<file path="config.mk">
export PLATFORM = sky130hd
export DESIGN_NAME = mips_multicycle_ctrl
export DESIGN_NICKNAME = d
export VERILOG_FILES = /design/src/rtl/mips_multicycle_ctrl.sv
export SDC_FILE = /design/constraint.sdc
export NUM_CORES = 1
export LEC_CHECK = 0
export ABC_CLOCK_PERIOD_IN_PS = 1600
export CORE_ASPECT_RATIO = 0.75
export CORE_MARGIN = 2
export CORE_UTILIZATION = 41
export DETAILED_ROUTE_END_ITERATION = 16
export PLACE_DENSITY = 0.8
export SLEW_MARGIN = 20
export SYNTH_ARGS = -nofsm -noshare
export SYNTH_HDL_FRONTEND = slang
export SYNTH_SLANG_ARGS = --single-unit
</file>
<file path="constraint.sdc">
create_clock -name clk -period 1.6 [get_ports clk]
set_input_delay 0.32 -clock clk [delete_from_list [all_inputs] [get_ports clk]]
set_output_delay 0.32 -clock clk [all_outputs]
set_load 0.01 [all_outputs]
</file>
<file path="src/rtl/mips_multicycle_ctrl.sv">
// Main control FSM for the multicycle MIPS datapath, with wait states for synchronous-read memory.
// Optional jump support is compiled in when the JUMP_EN macro is defined.
module mips_multicycle_ctrl #(
  parameter int MEM_LAT  = 1,
  parameter int ALUSEL_W = 4
) (
  input  logic                clk,
  input  logic                reset,
  input  logic [5:0]          opcode,
  input  logic [5:0]          funct,
  output logic                IorD,
  output logic                MemWrite,
  output logic                IRWrite,
  output logic                RegDst,
  output logic                MemtoReg,
  output logic                RegWrite,
  output logic                ALUSrcA,
  output logic [1:0]          ALUSrcB,
  output logic [ALUSEL_W-1:0] ALUControl,
  output logic [1:0]          PCSrc,
  output logic                Branch,
  output logic                PCWrite,
  output logic                illegal,
  output logic [3:0]          state_dbg
);

  typedef enum logic [3:0] {
    StFetch   = 4'd0,
    StDecode  = 4'd1,
    StMemAdr  = 4'd2,
    StMemRd   = 4'd3,
    StMemWb   = 4'd4,
    StMemWr   = 4'd5,
    StExecute = 4'd6,
    StAluWb   = 4'd7,
    StBranch  = 4'd8,
    StAddiEx  = 4'd9,
    StAddiWb  = 4'd10,
    StJump    = 4'd11
  } state_t;

  localparam logic [1:0]          MemLat = 2'(MEM_LAT);
  localparam logic [ALUSEL_W-1:0] AluAdd = ALUSEL_W'(4'b0000);
  localparam logic [ALUSEL_W-1:0] AluSub = ALUSEL_W'(4'b0001);
  localparam logic [ALUSEL_W-1:0] AluAnd = ALUSEL_W'(4'b1000);
  localparam logic [ALUSEL_W-1:0] AluOr  = ALUSEL_W'(4'b1001);
  localparam logic [ALUSEL_W-1:0] AluXor = ALUSEL_W'(4'b1010);
  localparam logic [ALUSEL_W-1:0] AluNor = ALUSEL_W'(4'b1011);

  state_t              state_q, state_d;
  logic [1:0]          wcnt_q, wcnt_d;
  logic                isLoad_q, isLoad_d;
  logic [ALUSEL_W-1:0] aluSel_q, aluSel_d;
  logic [ALUSEL_W-1:0] functAlu;
  logic                functOk;
  logic                memDone;
  logic                illegalRaw;

  always_ff @(posedge clk or posedge reset) begin
    if (reset) begin
      state_q  <= StFetch;
      wcnt_q   <= 2'd0;
      isLoad_q <= 1'b0;
      aluSel_q <= AluAdd;
    end else begin
      state_q  <= state_d;
      wcnt_q   <= wcnt_d;
      isLoad_q <= isLoad_d;
      aluSel_q <= aluSel_d;
    end
  end

  always_comb begin
    functOk  = 1'b1;
    functAlu = AluAdd;
    case (funct)
      6'b100000: functAlu = AluAdd;
      6'b100010: functAlu = AluSub;
      6'b100100: functAlu = AluAnd;
      6'b100101: functAlu = AluOr;
      6'b100110: functAlu = AluXor;
      6'b100111: functAlu = AluNor;
      default:   functOk  = 1'b0;
    endcase
  end

  // Opcode and the funct-derived ALU select are captured in DECODE so later
  // instruction-register changes cannot disturb the rest of the sequence.
  always_comb begin
    state_d    = state_q;
    wcnt_d     = wcnt_q;
    isLoad_d   = isLoad_q;
    aluSel_d   = aluSel_q;
    illegalRaw = 1'b0;
    memDone    = (wcnt_q == MemLat);
    IorD       = 1'b0;
    MemWrite   = 1'b0;
    IRWrite    = 1'b0;
    RegDst     = 1'b0;
    MemtoReg   = 1'b0;
    RegWrite   = 1'b0;
    ALUSrcA    = 1'b0;
    ALUSrcB    = 2'b00;
    ALUControl = AluAdd;
    PCSrc      = 2'b00;
    Branch     = 1'b0;
    PCWrite    = 1'b0;

    case (state_q)
      StFetch: begin
        ALUSrcB = 2'b01;
        IRWrite = memDone;
        PCWrite = memDone;
        if (memDone) begin
          wcnt_d  = 2'd0;
          state_d = StDecode;
        end else begin
          wcnt_d = wcnt_q + 2'd1;
        end
      end
      StDecode: begin
        ALUSrcB = 2'b11;
        case (opcode)
          6'b100011: begin state_d = StMemAdr; isLoad_d = 1'b1; end
          6'b101011: begin state_d = StMemAdr; isLoad_d = 1'b0; end
          6'b000000: begin
            if (functOk) begin
              state_d  = StExecute;
              aluSel_d = functAlu;
            end else begin
              state_d    = StFetch;
              illegalRaw = 1'b1;
            end
          end
          6'b000100: state_d = StBranch;
          6'b001000: state_d = StAddiEx;
`ifdef JUMP_EN
          6'b000010: state_d = StJump;
`endif
          default: begin
            state_d    = StFetch;
            illegalRaw = 1'b1;
          end
        endcase
      end
      StMemAdr: begin
        ALUSrcA = 1'b1;
        ALUSrcB = 2'b10;
        state_d = isLoad_q ? StMemRd : StMemWr;
      end
      StMemRd: begin
        IorD = 1'b1;
        if (memDone) begin
          wcnt_d  = 2'd0;
          state_d = StMemWb;
        end else begin
          wcnt_d = wcnt_q + 2'd1;
        end
      end
      StMemWb: begin
        MemtoReg = 1'b1;
        RegWrite = 1'b1;
        state_d  = StFetch;
      end
      StMemWr: begin
        IorD     = 1'b1;
        MemWrite = 1'b1;
        state_d  = StFetch;
      end
      StExecute: begin
        ALUSrcA    = 1'b1;
        ALUControl = aluSel_q;
        state_d    = StAluWb;
      end
      StAluWb: begin
        RegDst   = 1'b1;
        RegWrite = 1'b1;
        state_d  = StFetch;
      end
      StBranch: begin
        ALUSrcA    = 1'b1;
        ALUControl = AluSub;
        PCSrc      = 2'b01;
        Branch     = 1'b1;
        state_d    = StFetch;
      end
      StAddiEx: begin
        ALUSrcA = 1'b1;
        ALUSrcB = 2'b10;
        state_d = StAddiWb;
      end
      StAddiWb: begin
        RegWrite = 1'b1;
        state_d  = StFetch;
      end
`ifdef JUMP_EN
      StJump: begin
        PCSrc   = 2'b10;
        PCWrite = 1'b1;
        state_d = StFetch;
      end
`endif
      default: state_d = StFetch;
    endcase

    // With MEM_LAT=0 the reset state would otherwise already look like a final fetch cycle.
    if (reset) begin
      MemWrite = 1'b0;
      IRWrite  = 1'b0;
      RegWrite = 1'b0;
      PCWrite  = 1'b0;
      Branch   = 1'b0;
    end
  end

  assign illegal   = illegalRaw & ~reset;
  assign state_dbg = state_q;

endmodule

</file>
==> results of run 1 <==
power groups by stage:
| stage | clock network (uW) | logic, uW | registers (uW) |
|---|---|---|---|
| 2_1_floorplan | 0 | 359 | 349 |
| 3_3_place_gp | 0 | 733 | 348 |
| 3_5_place_dp | 0 | 766 | 348 |
| 4_1_cts | 175 | 814 | 347 |
| 5_1_grt | 198 | 1010 | 359 |
| 6_report | 179 | 954 | 358 |
cells by family after synthesis:
group / share of synthesized area
mux: 0.0615
compound gates: 0.138
buf+inv: 0.0764
other cells: 0.00449
simple gates: 0.388
flops: 0.300
xor+xnor: 0.0315
cells in the final DEF, fill, tap and decap left out, types with 3 or more instances in the layout:
cell,count
buf_4,32
buf_6,16
buf_2,12
nand2_1,7
nor2_1,7
clkdlybuf4s50_1,7
dfrtp_1,6
dlygate4sd2_1,6
a31oi_1,5
inv_1,4
dfrtp_2,4
nand2b_4,3
nor3_2,3
and3_4,3
a21oi_1,3
clkbuf_4,3
metal layers:
layer | track usage | vias up
met1 | 0.292 | 528
met3 | 0.0305 | 7
met4 | 0.129 | 0
li1 | - | 493
met2 | 0.501 | 59
met5 | 0 | -
worst reg2reg max path: cells and delay by family, from the launching register on:
kind / cells / cell delay (ps)
and+or+nand+nor: 2 / 300
muxes: 1 / 320
DFF: 1 / 440
buffers and inverters: 3 / 370
state kept, by name, summed over array words and instances (netlist names):
signal and count:
state_dbg 4, aluSel_q 3, wcnt_q 2, isLoad_q 1
what timing repair did:
action	CTS	global route
buffers inserted	10	5
endpoints found under the setup margin	20	19
gates resized for setup	104	19
hold buffers	0	0
pin swaps	8	8
endpoints found under the hold margin	0	0
layout make-up:
cell class / count / area, um2
multi-input cells: 75 / 642
repair buffers: 77 / 648
well taps: 24 / 30.0
clock buffers: 3 / 22.5
inverters: 6 / 27.5
fillers: 128 / 337
flip-flops and latches: 10 / 255
per-stage QoR:
step | setup slack [ps] | total power, uW | hold WS [ps] | TNS [ps] | utilization
after global placement | -587 | 1080 | 462 | -5510 | 0.716
final | -214 | 1490 | 482 | -2040 | 0.828
after CTS | -203 | 1340 | 481 | -1260 | 0.781
after floorplan | 16.1 | 707 | 160 | 0 | -
after detailed placement | -661 | 1110 | 467 | -6120 | 0.716
after global routing | -291 | 1570 | 509 | -2830 | 0.828
path summary, 6_finish.rpt:
kind / slack (ps) / endpoint / cells past startpoint
worst min-delay path: 480 / aluSel_q[3] / 4
worst max-delay path: -210 / RegWrite / 7
worst min register to register: 530 / aluSel_q[1] / 1
max in group asynchronous: 720 / state_dbg[1] / 3
min in group asynchronous: 560 / wcnt_q[0] / 3
worst max register to register: 50 / aluSel_q[1] / 6
==> metrics.md, run 1 <==
| Metric | Value |
|---|---|
| Row count | 14 |
| CP endpoint kind | output pin |
| Req. time, crit path | 1280 ps |
| Max-Cap Viols | 0 |
| Final min period | 1810 ps |
| Worst setup SP type | register |
| Internal power | 884 uW |
| Top post-synthesis cells by area | dfrtp_1 30%, nor2_1 4.9%, a31oi_1 3.7% |
| Die ar. | 2420 um2 |
| Synthesis-stage register bit count | 10 |
| Drt wl/cell | 17.3 um |
| Top Layer Used | met4 |
| Share of the synthesized area in the top cell type | 0.300 |
| CP bufs+invs | 3 |
| Initial drt markers | between 60 and 70 |
| CP arrival | 1490 ps |
| Worst path max stage delay | 440 ps |
| # DRC | 0 |
| Post-Route WL | 3.38 mm |
| DR WL met2 | 1.79 mm |
| ANT cells | 0 |
| Critical path start-end classification | reg -> out |
| Clk buf depth | 2 |
| Asr flop ratio synth | 1.00 |
| Max Freq | 0.551 GHz |
| Placed inst area | 1410 um2 |
| Final HPWL DP | 1.99 mm |
| Global-route wire length before repair | 4.82 mm |
| Die span in y | 43.1 um |
| # IOs | 36 |
| Die Wd | roughly 56 um |
| P&R area growth vs syn | 94.8% |
| Commonest cells in the netlist | 11 x nor2_1, 10 x dfrtp_1, 8 x nand2_1 |
| Sequential area share after synthesis | 0.300 |
| Clock sinks | 10 |
| Met3 WL | 177 um |
| Cell taking the most area after synthesis | dfrtp_1 |
| Syn Area/Cell | roughly 8.6 um2 |
| Routed vias/inst | about 5.6 |
| Pre-antenna DRT Iters | 4 |
| Sw Ratio | 0.407 |
| Cell area after layout | 1630 um2 |
| Core box area | between 1500 and 2000 um2 |
| Critical path's slowest cell | dfrtp_2 |
| Final count of hold timing violations | 0 |
| Fraction of layout cells with a size suffix above 1 | 0.561 |
| Delay-heaviest family, CP | flip-flops |
| Post-Syn Area | 835 um2 |
| Fin nets | 187 |
| Fin. max-slew vios | 0 |
| Post-synthesis cell count | 97 |
| Flop pwr share | 0.240 |
| Largest net degree at the start of global routing | 12 |
| Clock-pin slew of the registers on the worst-case setup and hold paths | 70 ps |
| FF-to-FF Start | state_dbg[2] |
| Post-route ant nets | 0 |
| VDD IR-drop max | 0.571 mV |
| Violated checks | setup timing |
| Clock Tree Root | clkbuf_4 |
| Pleak | 0.000799 uW |
| Most used DFF post-synth | dfrtp_1 |
| Netlist cell types | 38 |
| GPL Wtd Cong | 0.885 |
| Power per cell area | 917 nW/um2 |
| Max FO, Critical Path | 5 |
| Port bufs | 33 |
| Fin crit share | 1.13 |
| Finished Layout Cells | 195 |
| Crit path from | state_dbg[3] |
| H-tree depth | 1 |
| Hold WC Path Type | in -> reg |
| Post-synth EDFFs | 0 |
| Total track usage | 0.264 |
| Cell mode on critical path | buf_6 |
| Final Setup Violations | 16 |
| Worst-Skew Late Latency | 270 ps |
| Final worst slack | -214 ps |
| CTS tree | done |
| Initial core utilization | 0.425 |
| Crit-path cells | buf_6, buf_6, nand2b_4, nor2_2, a31oi_1, nor2_1, buf_2 |
| Cts bufs inserted | 3 |
| Wire length on met1 | 1.33 mm |
| Status | finished, violations left |
| Count leader, synth | nor2_1 |
| Clk pwr share | 0.120 |
| Combinational power share | 0.640 |
| Initial antenna violation count | 0 |
| Clock Skews | 5.65 ps |
| Total grt overflow | 0 |
| YS warnings | 0 |
| Net Switching | 607 uW |
| Hold Crit Start | funct[2] |
| Vias in the first global route | between 1,000 and 1,500 |
| Placed cell count | 179 |
| Routed via count | 1,087 |
| RSZ-0062 raised after global routing | true |
Power figures use the tool's default switching activity.
==> run 2, diff against run 1 <==
Settings changed: CORE_ASPECT_RATIO 0.75 to default.
==> run 2 against run 1 <==
Critical endpoint is now illegal. Largest power group unchanged. The flow still finishes with violations (setup timing). Critical path type unchanged. Count of clock-buffer cells in the layout rose by 1. Highest routed layer unchanged. Maximum frequency increased by 0.79%. Critical path depth decreased by 2.
==> metrics.md, run 2 (same netlist as run 1, synthesis figures left out) <==
| Metric | Value |
|---|---|
| Status | finished, violations left |
| Violated checks | setup timing |
| Critical path's slowest cell | dfrtp_2 |
| Fraction of layout cells with a size suffix above 1 | 0.561 |
| Clock Skews | 3.89 ps |
| Clk pwr share | 0.158 |
| P&R area growth vs syn | 95.1% |
| ANT cells | 0 |
| H-tree depth | 1 |
| Total grt overflow | 0 |
| Max FO, Critical Path | 5 |
| Pre-antenna DRT Iters | 4 |
| Global-route wire length before repair | roughly 5.0 mm |
| Final worst slack | -199 ps |
| Max reg flops | 4 |
| Final min period | ~1800 ps |
| CTS tree | done |
| Most common cell after layout, fill and taps aside | buf_4 |
| Pleak | around 0.00082 uW |
| Clock sinks | 10 |
| # IOs | 36 |
| Post-route ant nets | 0 |
| Initial drt markers | 37 |
| Worst path max stage delay | roughly 450 ps |
| Flop pwr share | 0.224 |
| Cts bufs inserted | 3 |
| Worst setup SP type | register |
| CP endpoint kind | output pin |
| Cell area after layout | 1630 um2 |
| Initial core utilization | 0.430 |
| Core box area | 1940 um2 |
| VDD IR-drop max | 0.643 mV |
| R2r setup slk | 70 ps |
| Fin. max-slew vios | 0 |
| RSZ-0062 raised after global routing | true |
| Die span in y | 49.1 um |
| Critical path start-end classification | reg -> out |
| Row count | 16 |
| Clk buf depth | 2 |
| Routed via count | 1,085 |
| Hold bufs inserted after CTS | 0 |
| Fin crit share | 1.12 |
| CP arrival | 1480 ps |
| Final Setup Violations | 14 |
| Internal power | roughly 940 uW |
| # DRC | 0 |
| Initial antenna violation count | 0 |
| Post-Route WL | 3.38 mm |
| Final count of hold timing violations | 0 |
| Highest-count cells in the layout ignoring fill and taps | 29 x buf_4, 15 x buf_6, 14 x buf_2 |
| Fin nets | 186 |
| Net Switching | around 600 uW |
| Delay-heaviest family, CP | flip-flops |
| Drt wl/cell | 17.1 um |
| Worst-Skew Late Latency | 280 ps |
| Die Wd | 49.1 um |
| CP bufs+invs | 2 |
| Max-Cap Viols | 0 |
| Power per cell area | 935 nW/um2 |
| Routed vias/inst | 5.48 |
| Clock Tree Root | clkbuf_4 |
| Post-layout util | 0.838 |
| Vias in the first global route | between 1,000 and 1,500 |
| Clock-pin slew of the registers on the worst-case setup and hold paths | roughly 80 ps |
| Combinational power share | 0.618 |
| Placed inst area | 1410 um2 |
| Port bufs | 33 |
| Req. time, crit path | approximately 1300 ps |
| Sw Ratio | 0.384 |
| Die ar. | 2410 um2 |
| Hold WC Path Type | in -> reg |
| Crit-path cells | buf_6, nor3_4, nand4bb_1, a31oi_1, buf_2 |
| GPL Wtd Cong | 0.784 |
| Largest net degree at the start of global routing | 11 |
| Final HPWL DP | approximately 2 mm |
| Max Freq | 0.556 GHz |
| Total track usage | 0.282 |
==> run 2: cell types whose count changed in the layout (fill, tap and decap cells not counted), sizes merged <==
cell / change
buf: -1
clkdlybuf4s15: -2
clkdlybuf4s50: +1
clkbuf: +2
==> run 2: worst paths after layout <==
kind                         startpoint           end  cells past startpoint
hold reg to reg             aluSel_q[1]   aluSel_q[1]                      1
setup / recovery           state_dbg[2]       illegal                      5
max in group asynchronous         reset  state_dbg[1]                      3
min in group asynchronous         reset      isLoad_q                      3
setup reg to reg           state_dbg[2]   aluSel_q[0]                      5
hold / removal                opcode[4]  state_dbg[1]                      4
==> run 2: layout make-up <==
class / count / area, um2
clock buffers: 4 / 36.3
flip-flops and latches: 10 / 255
inverters: 6 / 25.0
repair buffers: 76 / 634
multi-input cells: 75 / 643
fillers: 113 / 314
well taps: 27 / 33.8
==> run 2: worst reg2reg max path, delay by kind of cell (launching register included) <==
family | cells | cell delay [ps]
flip-flops | 1 | 450
AND/OR/NAND/NOR | 2 | 330
multiplexers | 1 | 330
buffers and inverters | 2 | 300
==> run 2: power groups by stage <==
stage	Combinational, uW	Sequential (uW)	Clock, uW
3_3_place_gp	732	346	0
3_5_place_dp	752	348	0
2_1_floorplan	359	349	0
5_1_grt	993	345	249
6_report	941	341	240
4_1_cts	821	335	239
==> run 2: routing by layer <==
metal,GRT usage,up-vias,wire [um]
li1,-,488,-
met1,0.274,503,1180
met2,0.547,80,1820
met3,0.0429,14,238
met4,0.167,0,143
met5,0,-,0
==> run 2: metrics by stage <==
| stage | std cells | hold WS [ps] | TNS, ps | total power [uW] | setup WS, ps |
|---|---|---|---|---|---|
| after global routing | 198 | 533 | -2190 | 1590 | -251 |
| after detailed placement | 182 | 475 | -6080 | 1100 | -627 |
| after CTS | 195 | 495 | -1210 | 1390 | -163 |
| final | 198 | 511 | -1470 | 1520 | -199 |
| after floorplan | 98 | 160 | 0 | 707 | 16.1 |
| after global placement | 182 | 462 | -5610 | 1080 | -588 |
==> run 2: what timing repair did <==
item                                    CTS  global route
cloned                                    0             0
buffers inserted                          9             3
gates resized for setup                  94            29
endpoints found under the setup margin   20            19
pin swaps                                 9             7
